File: src/rtl/flush_pkg.sv
// Shared types and helpers for the front-end flush/stall controller.
package flush_pkg;

  localparam int STG_IF     = 0;
  localparam int STG_ID     = 1;
  localparam int MAX_STAGES = 32;

  typedef enum logic {
    IDLE,
    HOLD
  } state_e;

  // Thermometer mask: bits [depth-1:0] set, youngest stage first.
  function automatic logic [MAX_STAGES-1:0] therm(input int unsigned depth);
    logic [MAX_STAGES-1:0] m;
    m = '0;
    for (int unsigned i = 0; i < MAX_STAGES; i++) begin
      if (i < depth) m[i] = 1'b1;
    end
    return m;
  endfunction

endpackage

File: src/rtl/flush_mask_gen.sv
// Per-event flush mask: each redirect kills its configured number of front-end stages.
// Combinational; simultaneous events OR together, so the deepest mask wins.
module flush_mask_gen
  import flush_pkg::*;
#(
  parameter int N_STAGES  = 2,
  parameter int JMP_DEPTH = 1,
  parameter int BR_DEPTH  = 2,
  parameter int JR_DEPTH  = 2
) (
  input  logic                jump_i,
  input  logic                bne_i,
  input  logic                jr_i,
  output logic [N_STAGES-1:0] ev_mask_o
);

  localparam logic [MAX_STAGES-1:0] JMP_M = therm(JMP_DEPTH);
  localparam logic [MAX_STAGES-1:0] BR_M  = therm(BR_DEPTH);
  localparam logic [MAX_STAGES-1:0] JR_M  = therm(JR_DEPTH);

  assign ev_mask_o = ({N_STAGES{jump_i}} & JMP_M[N_STAGES-1:0])
                   | ({N_STAGES{bne_i}}  & BR_M[N_STAGES-1:0])
                   | ({N_STAGES{jr_i}}   & JR_M[N_STAGES-1:0]);

endmodule

File: src/rtl/flush_hazard_ctrl.sv
// Front-end flush/stall controller: redirects and load-use stalls become stage flushes,
// an ID bubble and PC/IF-IF/ID write enables, with optional multi-cycle flush hold.
module flush_hazard_ctrl
  import flush_pkg::*;
#(
  parameter int CTRL_W    = 10,
  parameter int N_STAGES  = 2,
  parameter int JMP_DEPTH = 1,
  parameter int BR_DEPTH  = 2,
  parameter int JR_DEPTH  = 2,
  parameter int EXTRA_CYC = 0,
  parameter int CNT_W     = 16
) (
  input  logic              clk,
  input  logic              reset,
  input  logic              jump,
  input  logic              bne,
  input  logic              jr,
  input  logic              stall,
  input  logic [CTRL_W-1:0] ctrl_in,
  output logic [CTRL_W-1:0] ctrl_out,
  output logic [N_STAGES-1:0] flush_vec,
  output logic              pc_write,
  output logic              ifid_write,
  output logic              busy,
  output logic [CNT_W-1:0]  flush_count
);

  localparam int HC_W = (EXTRA_CYC > 0) ? $clog2(EXTRA_CYC + 1) : 1;
  localparam logic [HC_W-1:0] HOLD_LEN = HC_W'(EXTRA_CYC);

  state_e              state_q, state_d;
  logic [HC_W-1:0]     hold_cnt_q, hold_cnt_d;
  logic [N_STAGES-1:0] hold_mask_q, hold_mask_d;
  logic [CNT_W-1:0]    cnt_q, cnt_d;
  logic [N_STAGES-1:0] ev_mask;
  logic                redirect;
  logic                kill_id;

  flush_mask_gen #(
    .N_STAGES  (N_STAGES),
    .JMP_DEPTH (JMP_DEPTH),
    .BR_DEPTH  (BR_DEPTH),
    .JR_DEPTH  (JR_DEPTH)
  ) u_mask (
    .jump_i    (jump),
    .bne_i     (bne),
    .jr_i      (jr),
    .ev_mask_o (ev_mask)
  );

  assign redirect = jump | bne | jr;

  always_comb begin
    state_d     = state_q;
    hold_cnt_d  = hold_cnt_q;
    hold_mask_d = hold_mask_q;
    case (state_q)
      IDLE: begin
        if (redirect && (EXTRA_CYC > 0)) begin
          state_d     = HOLD;
          hold_mask_d = ev_mask;
          hold_cnt_d  = HOLD_LEN;
        end
      end
      HOLD: begin
        // A new redirect restarts the window and widens the held mask.
        if (redirect) begin
          hold_mask_d = hold_mask_q | ev_mask;
          hold_cnt_d  = HOLD_LEN;
        end else if (hold_cnt_q == HC_W'(1)) begin
          state_d     = IDLE;
          hold_mask_d = '0;
          hold_cnt_d  = '0;
        end else begin
          hold_cnt_d  = hold_cnt_q - 1'b1;
        end
      end
    endcase
  end

  assign cnt_d = (redirect && (cnt_q != {CNT_W{1'b1}})) ? cnt_q + 1'b1 : cnt_q;

  always_ff @(posedge clk) begin
    if (reset) begin
      state_q     <= IDLE;
      hold_cnt_q  <= '0;
      hold_mask_q <= '0;
      cnt_q       <= '0;
    end else begin
      state_q     <= state_d;
      hold_cnt_q  <= hold_cnt_d;
      hold_mask_q <= hold_mask_d;
      cnt_q       <= cnt_d;
    end
  end

  assign flush_vec   = reset ? {N_STAGES{1'b1}}
                             : (ev_mask | ((state_q == HOLD) ? hold_mask_q : '0));
  assign kill_id     = flush_vec[STG_ID] | stall;
  assign ctrl_out    = kill_id ? '0 : ctrl_in;
  // The redirect target must still load into the PC when a stall coincides.
  assign pc_write    = reset | ~(stall & ~redirect);
  assign ifid_write  = pc_write;
  assign busy        = ~reset & (state_q == HOLD);
  assign flush_count = cnt_q;

endmodule

File: config.mk
export PLATFORM = sky130hd
export DESIGN_NAME = flush_hazard_ctrl
export DESIGN_NICKNAME = d
export VERILOG_FILES = /design/src/rtl/flush_pkg.sv /design/src/rtl/flush_mask_gen.sv /design/src/rtl/flush_hazard_ctrl.sv
export SDC_FILE = /design/constraint.sdc
export NUM_CORES = 1
export LEC_CHECK = 0
export ABC_AREA = 0
export CORE_MARGIN = 2
export CORE_UTILIZATION = 43
export CTS_CLUSTER_SIZE = 12
export DETAILED_ROUTE_END_ITERATION = 7
export PLACE_DENSITY_LB_ADDON = 0.3
export SLEW_MARGIN = 15
export SYNTH_ARGS = -nofsm -noshare
export SYNTH_HDL_FRONTEND = slang
export SYNTH_SLANG_ARGS = --single-unit
File: constraint.sdc
create_clock -name clk -period 2.2 [get_ports clk]
set_input_delay 0.33 -clock clk [delete_from_list [all_inputs] [get_ports clk]]
set_output_delay 0.33 -clock clk [all_outputs]
set_load 0.02 [all_outputs]
==> results of run 1 <==
layout make-up:
cell class | instances | area, µm²
Inverter | 2 | 7.51
Sequential cell | 20 | 400
Tap cell | 30 | 37.5
Fill cell | 219 | 857
Clock buffer | 3 | 22.5
Multi-Input combinational cell | 109 | 724
Timing Repair Buffer | 55 | 473
placed cells by master (no fill, tap or decap), types with 6 or more instances in the layout:
cell,instances
dfxtp_1,20
nor2_1,11
clkbuf_2,10
and2_1,12
clkdlybuf4s50_1,32
buf_4,9
mux2_1,6
nand2_1,8
nand3_1,6
nor2b_1,7
a21oi_1,11
worst reg2reg max path, stage by stage (launching register included):
cell and delay (ps):
dfxtp_1 440, and4_1 380, nand3_4 160, or4_1 530, a21oi_1 150
per-stage QoR:
stage	instance area [µm²]	utilization	instances
CTS	1710	0.677	219
finish	1670	0.660	219
floorplan	1170	-	139
global placement	1690	0.671	216
global route	1670	0.660	219
detailed placement	1690	0.671	216
registers in the layout, indices dropped and copies added (netlist names):
register and cells:
flush_count 16, hold_cnt_q 1, hold_mask_q 2, state_q 1
cells by family after synthesis:
kind of cell	share of synthesized area
AO/OA/AOI/OAI	0.149
adder cells (fa/ha/maj)	0.0107
buffers and inverters	0.0459
AND/OR/NAND/NOR	0.368
flip-flops	0.342
multiplexers	0.0843
what timing repair did:
item	4_1_cts	5_1_grt
cloned	0	0
hold buffers	0	0
gates resized for setup	18	17
endpoints found under the setup margin	14	10
power groups by stage:
stage / Clock [mW] / Sequential [mW] / Combinational, mW
after detailed placement: 0 / 0.385 / 0.108
final: 0.168 / 0.377 / 0.106
after CTS: 0.173 / 0.377 / 0.108
after global routing: 0.185 / 0.379 / 0.114
after floorplan: 0 / 0.390 / 0.0385
after global placement: 0 / 0.385 / 0.107
routing by layer:
metal  up-vias  wire length [µm]
met4         0                15
met3         2               155
met1       556              1270
met5         -                 0
li1        610                 -
met2        51              1460
how the worst min path moves through the flow:
stage	depth (start not counted)	end	start	slack, ps
after floorplan	1	state_q$_SDFF_PN0_	hold_cnt_q$_SDFFE_PP0P_	450
after global placement	1	state_q$_SDFF_PN0_	hold_cnt_q$_SDFFE_PP0P_	470
after detailed placement	1	state_q$_SDFF_PN0_	hold_cnt_q$_SDFFE_PP0P_	490
after CTS	1	state_q$_SDFF_PN0_	hold_cnt_q$_SDFFE_PP0P_	500
after global routing	1	state_q$_SDFF_PN0_	hold_cnt_q$_SDFFE_PP0P_	530
final	1	state_q$_SDFF_PN0_	hold_cnt_q$_SDFFE_PP0P_	490
==> results.toml, run 1 <==
[setup_path]
worstSetupPathType = "primary input to output port"
crit-reg2reg-launch = "flush_count[2]$_SDFFE_PP0P_"
crit_top_cell = "clkdlybuf4s50_1"
cp_cell_sequence = "clkdlybuf4s50_1, a2111o_1, clkdlybuf4s50_1"
reg2reg_to = "flush_count[15]$_SDFFE_PP0P_"
critPathBufInv = 2
critPathCaptureType = "output port"
start_kind = "primary input"
cpMaxStageDelayCell = "clkdlybuf4s50_1"
endpoint = "flush_vec[1]"
cp.required_ps = 1870
crit_arrival_ps = 1700
crit_path_max_fanout = 2
critPathTopFamily = "buffers and inverters"
cp.depth = 3
slowest_delay_ps = 550
rrSetupSlack_ps = 470
cp-startpoint = "bne"
reg2reg_depth = 4

[global_routing]
grt_pass1_vias = 1196
grt.busiest_layer = "met2"
met3_usage = 0.0349
track_usage = 0.189
antenna_found_initial = 0
grt_first_pass_wirelength_um = 4910
met1_usage = 0.224
grt-ovfl-total = 0
use_met2 = 0.334
grt_max_degree = 17

[synthesis]
syn_area_per_cell_um2 = 8.43
synth_ff_type = "dfxtp_1"
syn-cell-area_um2 = 1170
synth_cells = 139
syn-num-nets = 156
yosys-top-cells-area = "dfxtp_1, and2_1, mux2_1"
synth.top_cells.by_count = "dfxtp_1, and2_1, a21oi_1, nor2_1, nand2_1"
synth_edf_count = 0
ys_types = 39
yosysMostFrequentCell = "dfxtp_1"
async_flop_share = 0
yosysWarnings = 0
synth_area_leader_cell = "dfxtp_1"
synth-seq-cells = 20
synth_seq_area_share = 0.342
synth_top_area_share = 0.342

[floorplan]
initial_core_util = 0.465
io_pins = 47
die_y_um = 56.2
row_count = 18
die_w_um = 56.2
core_area_um2 = 2520
dieArea_um2 = 3160

[sta]
min_period_over_period = 0.923
setup_ws_ps = 169
hold_violations = 0
fmax_mhz = 492
setup_violations = 0
finalClockSkew_ps = 6.64
rsz0062_at_grt = "false"
setup_tns_ps = 0
relSlewSlack = 0.712
finalCriticalPeriod_ps = 2030
final_max_slew_viol_count = 0
hold_ws_ps = 493
worst_pin_slew_ps = 430

[drt]
num_vias = 1219
wirelength_um = 2900
route.detailed.drc = 0
avgViaCountPerCell = 5.57
drt_iter0_drc = 36
drtAntennaViolNets = 0
wire_per_inst_um = 13.2
drt_first_pass_iters = 4

[worst_hold_path]
hold_path_class = "flop to flop"

[clocking]
cts.sinks = 20
root_buffer = "clkbuf_4"
clockBufferDepth = 2
path_clk_slew_ps = 110
cts_max_level = 1
clk_latency_ps = 290
cts_buffers = 3
cts_setup_buffers = 0
cts_tree = "done"

[placed_design]
gp_congestion = 0.789
post-place-ws_ps = -266
portBuffers = 46
post-dp-hpwl_um = 2250

[power_and_ir_drop]
fin_total_pwr_uw = 651
clockPowerShare = 0.258
seqPwrFrac = 0.579
p_comb_frac = 0.163
p_int_uw = 488
p_sw_frac = 0.251
p_switching_uw = 163
powerDensity_nw_per_um2 = 391
p_leak_nw = 0.613
ir_drop_v = 0.000315

[cells_and_area]
drive_gt1_frac = 0.159
area_delta_synth_final_pct = 42.0
diodes = 0
fin_nets = 208

[job]
maxCapViolCount = 0

[run_status]
status = "finished clean"
Note: power is estimated with default switching activity, not from simulation.
==> run 2: changes to the inputs <==
--- a/config.mk
+++ b/config.mk
@@ -6,11 +6,14 @@
 export NUM_CORES = 1
 export LEC_CHECK = 0
 export ABC_AREA = 0
+export CELL_PAD_IN_SITES_DETAIL_PLACEMENT = 1
+export CELL_PAD_IN_SITES_GLOBAL_PLACEMENT = 2
 export CORE_MARGIN = 2
-export CORE_UTILIZATION = 43
+export CORE_UTILIZATION = 24
 export CTS_CLUSTER_SIZE = 12
 export DETAILED_ROUTE_END_ITERATION = 7
 export PLACE_DENSITY_LB_ADDON = 0.3
+export RECOVER_POWER = 50
 export SLEW_MARGIN = 15
 export SYNTH_ARGS = -nofsm -noshare
 export SYNTH_HDL_FRONTEND = slang
==> results.toml, run 2 (synthesized netlist as in run 1, its figures left out) <==
[cells_and_area]
nFillCells = 574
area_delta_synth_final_pct = 46.3
fin_nets = 208
diodes = 0
final_common_cell = "dfxtp_1"
most-common-layout-cells = "dfxtp_1, clkdlybuf4s50_1, dlygate4sd3_1"
drive_gt1_frac = 0.138
largest_reg_flops = 16

[sta]
relSlewSlack = 0.478
finalCriticalPeriod_ps = 2040
setup_tns_ps = 0
min_period_over_period = 0.929
hold_violations = 0
setup_violations = 0
worst_pin_slew_ps = 778
fmax_mhz = 489
rsz0062_at_grt = "false"
final_max_slew_viol_count = 0
finalClockSkew_ps = 4.74

[floorplan]
die_w_um = 73.9
core_area_um2 = 4720
die_y_um = 73.9
io_pins = 47
initial_core_util = 0.248
dieArea_um2 = 5460
row_count = 25

[clocking]
cts_max_level = 1
clk_latency_ps = 260
clockBufferDepth = 2
postCtsResizedCells = 25
cts.sinks = 20
cts_setup_buffers = 0
root_buffer = "clkbuf_8"
cts_tree = "done"
cts_buffers = 3
path_clk_slew_ps = 80
holdBufCountCts = 0

[global_routing]
grt_max_degree = 27
track_usage = 0.142
antenna_found_initial = 0
met3_usage = 0.0329
met1_usage = 0.161
grt_pass1_vias = 1293
grt-ovfl-total = 0
use_met2 = 0.254
grt_first_pass_wirelength_um = 6000
grt.busiest_layer = "met2"

[setup_path]
worstSetupPathType = "primary input to output port"
cp.required_ps = 1870
start_kind = "primary input"
crit_arrival_ps = 1710
crit_path_max_fanout = 2
critPathCaptureType = "output port"

[drt]
num_vias = 1245
drtAntennaViolNets = 0
wirelength_um = 3510
avgViaCountPerCell = 4.86
route.detailed.drc = 0
wire_per_inst_um = 13.7
drt_first_pass_iters = 4
drt_iter0_drc = 39

[power_and_ir_drop]
p_switching_uw = 183
powerDensity_nw_per_um2 = 423
clockPowerShare = 0.340
p_comb_frac = 0.142
p_int_uw = 543
ir_drop_v = 0.000174
seqPwrFrac = 0.518
fin_total_pwr_uw = 726
p_sw_frac = 0.252
p_leak_nw = 0.662

[placed_design]
post-dp-hpwl_um = 2750
portBuffers = 46
gp_congestion = 0.729

[run_status]
status = "finished clean"

[worst_hold_path]
hold_path_class = "flop to flop"

[job]
maxCapViolCount = 0
[run 2: cell types whose count changed in the layout (fill, tap and decap cells not counted), moves of 2 or more]
cell / change
clkbuf_4: -3
dlygate4sd3_1: +16
clkbuf_8: +3
clkbuf_1: +2
clkdlybuf4s50_1: -15
buf_4: -2
[run 2: power groups by stage]
| stage | Sequential, mW | Clock (mW) | Combinational [mW] |
|---|---|---|---|
| 6_report | 0.376 | 0.247 | 0.103 |
| 5_1_grt | 0.378 | 0.276 | 0.113 |
| 4_1_cts | 0.376 | 0.259 | 0.110 |
| 3_5_place_dp | 0.385 | 0 | 0.111 |
| 3_3_place_gp | 0.384 | 0 | 0.108 |
| 2_1_floorplan | 0.390 | 0 | 0.0385 |
[run 2: routing by layer]
| metal | up-vias | wire length (µm) |
|---|---|---|
| li1 | 611 | - |
| met1 | 586 | 1520 |
| met2 | 42 | 1750 |
| met3 | 6 | 198 |
| met4 | 0 | 46 |
| met5 | - | 0 |
[run 2: final timing paths]
path	startpoint	to	slack [ps]	cells past startpoint
worst min-delay path	hold_mask_q[1]$_SDFFE_PP0P_	hold_mask_q[1]$_SDFFE_PP0P_	510	2
worst max-delay path	bne	flush_vec[1]	160	3
worst max register to register	flush_count[0]$_SDFFE_PP0P_	flush_count[0]$_SDFFE_PP0P_	240	6
worst min register to register	hold_mask_q[1]$_SDFFE_PP0P_	hold_mask_q[1]$_SDFFE_PP0P_	510	2
[run 2: final cells by class]
| type | instances | area (µm²) | area share |
|---|---|---|---|
| well taps | 67 | 83.8 | 0.0489 |
| flip-flops and latches | 20 | 400 | 0.233 |
| repair buffers | 55 | 467 | 0.272 |
| clock buffers | 3 | 41.3 | 0.0241 |
| multi-input cells | 109 | 716 | 0.417 |
| inverters | 2 | 7.51 | 0.00438 |
[run 2: critical path, stage by stage]
cell and delay, ps:
clkdlybuf4s50_1 420, a2111o_1 410, clkdlybuf4s50_1 550
[run 2: metrics by stage]
step / setup WS (ps) / utilization / instance area, µm² / hold WS, ps / std cells
after CTS: 3.61 / 0.377 / 1780 / 520 / 256
after floorplan: 419 / - / 1170 / 449 / 139
final: 155 / 0.363 / 1720 / 511 / 256
after global routing: 44.7 / 0.363 / 1720 / 547 / 256
after detailed placement: -310 / 0.368 / 1740 / 502 / 253
after global placement: -249 / 0.368 / 1740 / 476 / 253
==> run 3: changes to the inputs <==
--- a/config.mk
+++ b/config.mk
@@ -18,3 +18,4 @@
 export SYNTH_ARGS = -nofsm -noshare
 export SYNTH_HDL_FRONTEND = slang
 export SYNTH_SLANG_ARGS = --single-unit
+export TNS_END_PERCENT = 5
==> results of run 3 <==
No change in the layout: final DEF, timing and power equal those of run 2.
